### config.mk
export PLATFORM = sky130hd
export DESIGN_NAME = seq_mul16
export DESIGN_NICKNAME = d
export VERILOG_FILES = /design/src/rtl/seq_mul16.sv
export SDC_FILE = /design/constraint.sdc
export NUM_CORES = 1
export LEC_CHECK = 0
export CAP_MARGIN = 20
export CORE_UTILIZATION = 24
export DETAILED_ROUTE_END_ITERATION = 8
export HOLD_SLACK_MARGIN = 0.15
export PLACE_DENSITY = 0.49
export SLEW_MARGIN = 20
export SYNTH_ARGS = -nofsm -noshare
export SYNTH_HDL_FRONTEND = slang
export SYNTH_SLANG_ARGS = --single-unit
### constraint.sdc
create_clock -name clk -period 2.8 [get_ports clk]
set_input_delay 0.42 -clock clk [delete_from_list [all_inputs] [get_ports clk]]
set_output_delay 0.42 -clock clk [all_outputs]
set_load 0.01 [all_outputs]
### src/rtl/seq_mul16.sv
// seq_mul16: unsigned WIDTH x WIDTH -> 2*WIDTH shift-add multiplier, one partial sum per cycle.
// Latency: start accepted at edge k, done pulses for the cycle after edge k+WIDTH; busy high in between.
// Backpressure: none; start is taken only in IDLE or DONE and ignored while busy, product held until next done.
//
// Ports:
//   clk, rst_n       clock and asynchronous active-low reset
//   start, a, b      operation request with multiplicand a and multiplier b (captured on accept)
//   busy, done       busy while stepping; done is a single-cycle pulse when product updates
//   product          last completed result, stable between done pulses
module seq_mul16 #(
    parameter int WIDTH = 16,
    parameter int CNT_W = 5
) (
    input  logic               clk,
    input  logic               rst_n,
    input  logic               start,
    input  logic [WIDTH-1:0]   a,
    input  logic [WIDTH-1:0]   b,
    output logic               busy,
    output logic               done,
    output logic [2*WIDTH-1:0] product
);

    typedef enum logic [1:0] {
        IDLE = 2'd0,
        RUN  = 2'd1,
        DONE = 2'd2
    } state_t;

    state_t             state_q;
    logic [WIDTH-1:0]   mcand_q;
    logic [WIDTH:0]     acc_hi_q;   // bit WIDTH holds the carry of the partial sum
    logic [WIDTH-1:0]   acc_lo_q;   // multiplier bits shift out as product bits shift in
    logic [CNT_W-1:0]   cnt_q;
    logic               busy_q;
    logic               done_q;
    logic [2*WIDTH-1:0] product_q;

    logic [WIDTH:0]     sum_d;
    logic [2*WIDTH:0]   shift_d;
    logic [WIDTH:0]     acc_hi_d;
    logic [WIDTH-1:0]   acc_lo_d;
    logic               last_step;

    // acc_hi_q[WIDTH] is always zero on entry to a step (it was shifted down
    // on the previous edge), so adding the full register equals adding its
    // low half; the 17-bit sum keeps the carry so the shift brings it down.
    always_comb begin
        sum_d = acc_hi_q;
        if (acc_lo_q[0]) begin
            sum_d = acc_hi_q + {1'b0, mcand_q};
        end
        shift_d  = {sum_d, acc_lo_q} >> 1;
        acc_hi_d = shift_d[2*WIDTH:WIDTH];
        acc_lo_d = shift_d[WIDTH-1:0];
    end

    assign last_step = (cnt_q == CNT_W'(WIDTH - 1));

    always_ff @(posedge clk or negedge rst_n) begin
        if (!rst_n) begin
            state_q   <= IDLE;
            mcand_q   <= '0;
            acc_hi_q  <= '0;
            acc_lo_q  <= '0;
            cnt_q     <= '0;
            busy_q    <= 1'b0;
            done_q    <= 1'b0;
            product_q <= '0;
        end else begin
            case (state_q)
                // DONE accepts a new start exactly like IDLE, giving back-to-back issue.
                IDLE, DONE: begin
                    done_q <= 1'b0;
                    if (start) begin
                        mcand_q  <= a;
                        acc_hi_q <= '0;
                        acc_lo_q <= b;
                        cnt_q    <= '0;
                        busy_q   <= 1'b1;
                        state_q  <= RUN;
                    end else begin
                        busy_q  <= 1'b0;
                        state_q <= IDLE;
                    end
                end
                RUN: begin
                    acc_hi_q <= acc_hi_d;
                    acc_lo_q <= acc_lo_d;
                    cnt_q    <= cnt_q + CNT_W'(1);
                    if (last_step) begin
                        // Post-shift value: the full product sits in the low 2*WIDTH bits.
                        product_q <= shift_d[2*WIDTH-1:0];
                        busy_q    <= 1'b0;
                        done_q    <= 1'b1;
                        state_q   <= DONE;
                    end
                end
                default: begin
                    busy_q  <= 1'b0;
                    done_q  <= 1'b0;
                    state_q <= IDLE;
                end
            endcase
        end
    end

    assign busy    = busy_q;
    assign done    = done_q;
    assign product = product_q;

endmodule

==> implementation parameters <==
Parameter                              Value

Power
  Total power after layout ... 6.92 mW
  Maximum ir drop on the vdd rail ... about 0.40 mV
  LEAKAGE ... between 2 and 3 nW
  Pwr per Cell Area ... 1270 nW/µm²

Floorplan
  Height of the die ... 135 µm
  Width of the chip ... 135 µm
  Core area ... roughly 17000 µm²
  Number of placement rows ... 48
  Starting utilization of the core area ... 24.5%
  Die area ... 18100 µm²
  Total I/O pin count ... 69

Synthesis
  Adder-cell share of the synthesized area ... 5.81%
  Post-synthesis async set-or-reset flop share ... 100%
  Top flip-flop cell by instance count after synthesis ... dfrtp_1
  Portion of the post-synthesis area used by sequential elements ... between 50% and 60%
  Multiplexer fraction of the synthesized cell area ... 2.13%
  Mapped Area ... 4220 µm²
  Post-Syn Instances ... 463
  Combinational family with the most area after synthesis ... simple AND/OR/NAND/NOR gates
  Top cells by count, synth ... nand2_1 (161), dfrtp_1 (87), o21ai_1 (22), o21ai_0 (21), ha_1 (18)
  Cell accounting for the most synthesized area ... dfrtp_1
  Number of synthesized flops with an enable pin ... 0
  Count of yosys warnings during synthesis ... 0
  Synthesized area per cell ... about 9.1 µm²
  Synthesized-area fraction occupied by ao, oa, aoi and oai cells ... 16.4%
  Cells taking the most area after synthesis ... dfrtp_1 (52%), nand2_1 (14%), ha_1 (5.3%)
  Area share of and/or/nand/nor cells after synthesis ... 19.0%
  Area fraction of the dominant cell type after synthesis ... roughly half
  Count of state elements after synthesis ... 87
  Count of distinct cell types in the synthesized netlist ... 42
  Top-count cell post-synth ... nand2_1
  Xor and xnor area share after synthesis ... 2.28%
  Nets in the synthesized netlist ... 517

Clock network
  Maximum level of the CTS H-tree ... 3
  Clock tree from TritonCTS ... done
  Number of buffers created by CTS ... 9
  Number of buffers on the longest clock path ... 2
  Post CTS Setup Buffer Count ... 0
  Number of hold-repair buffers added at the cts stage ... 1
  Cell at the root of the clock tree ... clkbuf_16
  CTS-repair resized insts ... 0
  Clock-pin slew of the registers on the worst-case setup and hold paths ... around 60 ps
  TritonCTS sink count ... 87
  Worst-skew pair later-pin latency ... 350 ps

GRT
  Vias in the first global route ... 3539
  First-pass GRT wire length ... 18.7 mm
  GRT Util Overall ... a little over an eighth
  Initial antenna violation count ... 0
  Pin count of the biggest net entering global routing ... 45
  Total global routing overflow ... 0

Finish
  Final Core Density ... 31.7%
  Antenna cell count ... 0
  Number of nets in the final layout ... 584
  Number of standard cells in the final layout excluding fillers ... 760
  Post-route cell area ... roughly 5500 µm²
  Ratio of cells with drive above 1 in the final layout ... 6.54%
  Signed area change from the synthesized netlist to the final layout ... 29.6%
  Filler instances ... approximately 1800

STA
  Actual transition at the worst max-transition pin ... 636 ps
  Final number of setup-violating endpoints ... 0
  Final Cycle Share ... a little under nine tenths
  Final hold violations ... 0
  Aggregate negative setup slack ... 0 ps
  RSZ-0062 raised after global routing ... false
  FMAX ... 414 MHz
  Final number of max-transition violations ... 0
  Fin crit period ... 2410 ps
  Rel. slew slack ... 57.6%
  Worst clock skew on the final layout ... 9.52 ps

Worst setup path
  Critical path arrival ... 2640 ps
  Kind of end point of the critical path ... flop
  Crit Path Class ... flop to flop
  Worst path required time ... between 3000 and 4000 ps
  Type of element launching the critical path ... flop
  Critical Path Fanout Max ... 4

Placed design
  Global placer's final weighted congestion ... 0.796
  Placed Instances ... approximately 740
  Dpl cell area ... 5190 µm²
  Final HPWL from detailed placement ... 7.87 mm
  IO Port Bufs ... 68

Route
  Detail-routed via count per cell ... between 4 and 5
  Number of detailed-route iterations in the first pass ... 4
  Number of antenna-violating nets in the routed design ... 0
  Total number of vias ... between 3000 and 4000
  Wire length per cell ... approximately 14 µm
  Number of DRC markers in iteration 0 ... 122
  Aggregate routed wire length ... 11.0 mm
  DRC violation count after routing ... 0

Min path
  Class of the most critical hold timing path ... flop to flop

Flow run
  Max-Cap Viols ... 0

Status
  Status ... completed
cells by family after synthesis:
family                     Yosys count
adders and majority gates           19
AOI/OAI and AO/OA                  108
DFF                                 87
buffers and inverters               30
xor gates and xnor gates            11
muxes                                9
and+or+nand+nor                    199
metrics by stage:
step                hold WS, ps  worst slack, ps
global route                508              211
CTS                         483              384
global placement            464              437
floorplan                   124              702
finish                      478              386
detailed placement          462              399
power breakdown:
group / internal [mW] / total, mW / switching (mW)
Sequential: 1.88 / 2.32 / 0.433
Combinational: 1.58 / 3.49 / 1.91
Clock: 0.605 / 1.11 / 0.508
Total: 4.07 / 6.92 / 2.85
metal layers:
| metal | up-vias | routed length [µm] | track usage, % | part of all wire (%) |
|---|---|---|---|---|
| li1 | 1717 | - | - | - |
| met5 | - | 0 | 0 | 0 |
| met3 | 14 | 398 | 3.12 | 3.6 |
| met1 | 1674 | 5280 | 17.6 | 48 |
| met4 | 0 | 166 | 4.99 | 1.5 |
| met2 | 69 | 5160 | 20.9 | 47 |
state kept, by name (all words and copies together), names as in the netlist:
register	cells
product	32
acc_hi_q	16
acc_lo_q	16
mcand_q	16
cnt_q	5
done	1
state_q	1
final cells by class:
cell class | instances | area [µm²] | share of cell area [%]
Timing Repair Buffer | 80 | 783 | 14.3
Clock buffer | 10 | 229 | 4.18
Tap cell | 225 | 282 | 5.15
Clock inverter | 6 | 45.0 | 0.823
Inverter | 6 | 22.5 | 0.412
Sequential cell | 87 | 2180 | 39.8
Multi-Input combinational cell | 346 | 1930 | 35.3
path summary, 6_finish.rpt:
kind                                          from                 endpoint  slack [ps]  depth (start not counted)
max                        acc_hi_q[0]$_DFFE_PN0P_  product[29]$_DFFE_PN0P_         390                          8
min                         product[9]$_DFFE_PN0P_   product[9]$_DFFE_PN0P_         480                          2
max reg2reg                acc_hi_q[0]$_DFFE_PN0P_  product[29]$_DFFE_PN0P_         390                          8
min reg2reg                 product[9]$_DFFE_PN0P_   product[9]$_DFFE_PN0P_         480                          2
max in group asynchronous                    rst_n   mcand_q[7]$_DFFE_PN0P_        1520                          3
min in group asynchronous                    rst_n   mcand_q[6]$_DFFE_PN0P_         640                          2
placed cells by master, fill, tap and decap left out, types with 7 or more instances in the layout:
cell,Yosys,layout
xnor2_1,9,9
o21ai_0,21,21
mux2i_1,9,9
nand3_1,7,7
clkbuf_16,0,9
a22oi_1,15,15
a21oi_1,16,16
o21ai_1,22,22
clkdlybuf4s50_1,0,67
dfrtp_1,87,87
buf_4,0,11
ha_1,18,18
nor2_1,10,9
nand2_1,161,161
worst max-delay path, stage by stage, from the launching register on:
cell and delay, ps:
dfrtp_1 400, ha_1 230, fa_1 420, a21oi_1 260, o211ai_1 210, a211oi_1 310
nor3_1 70, nor3_1 260, o21ai_1 120
(Power assumes the default switching activity.)
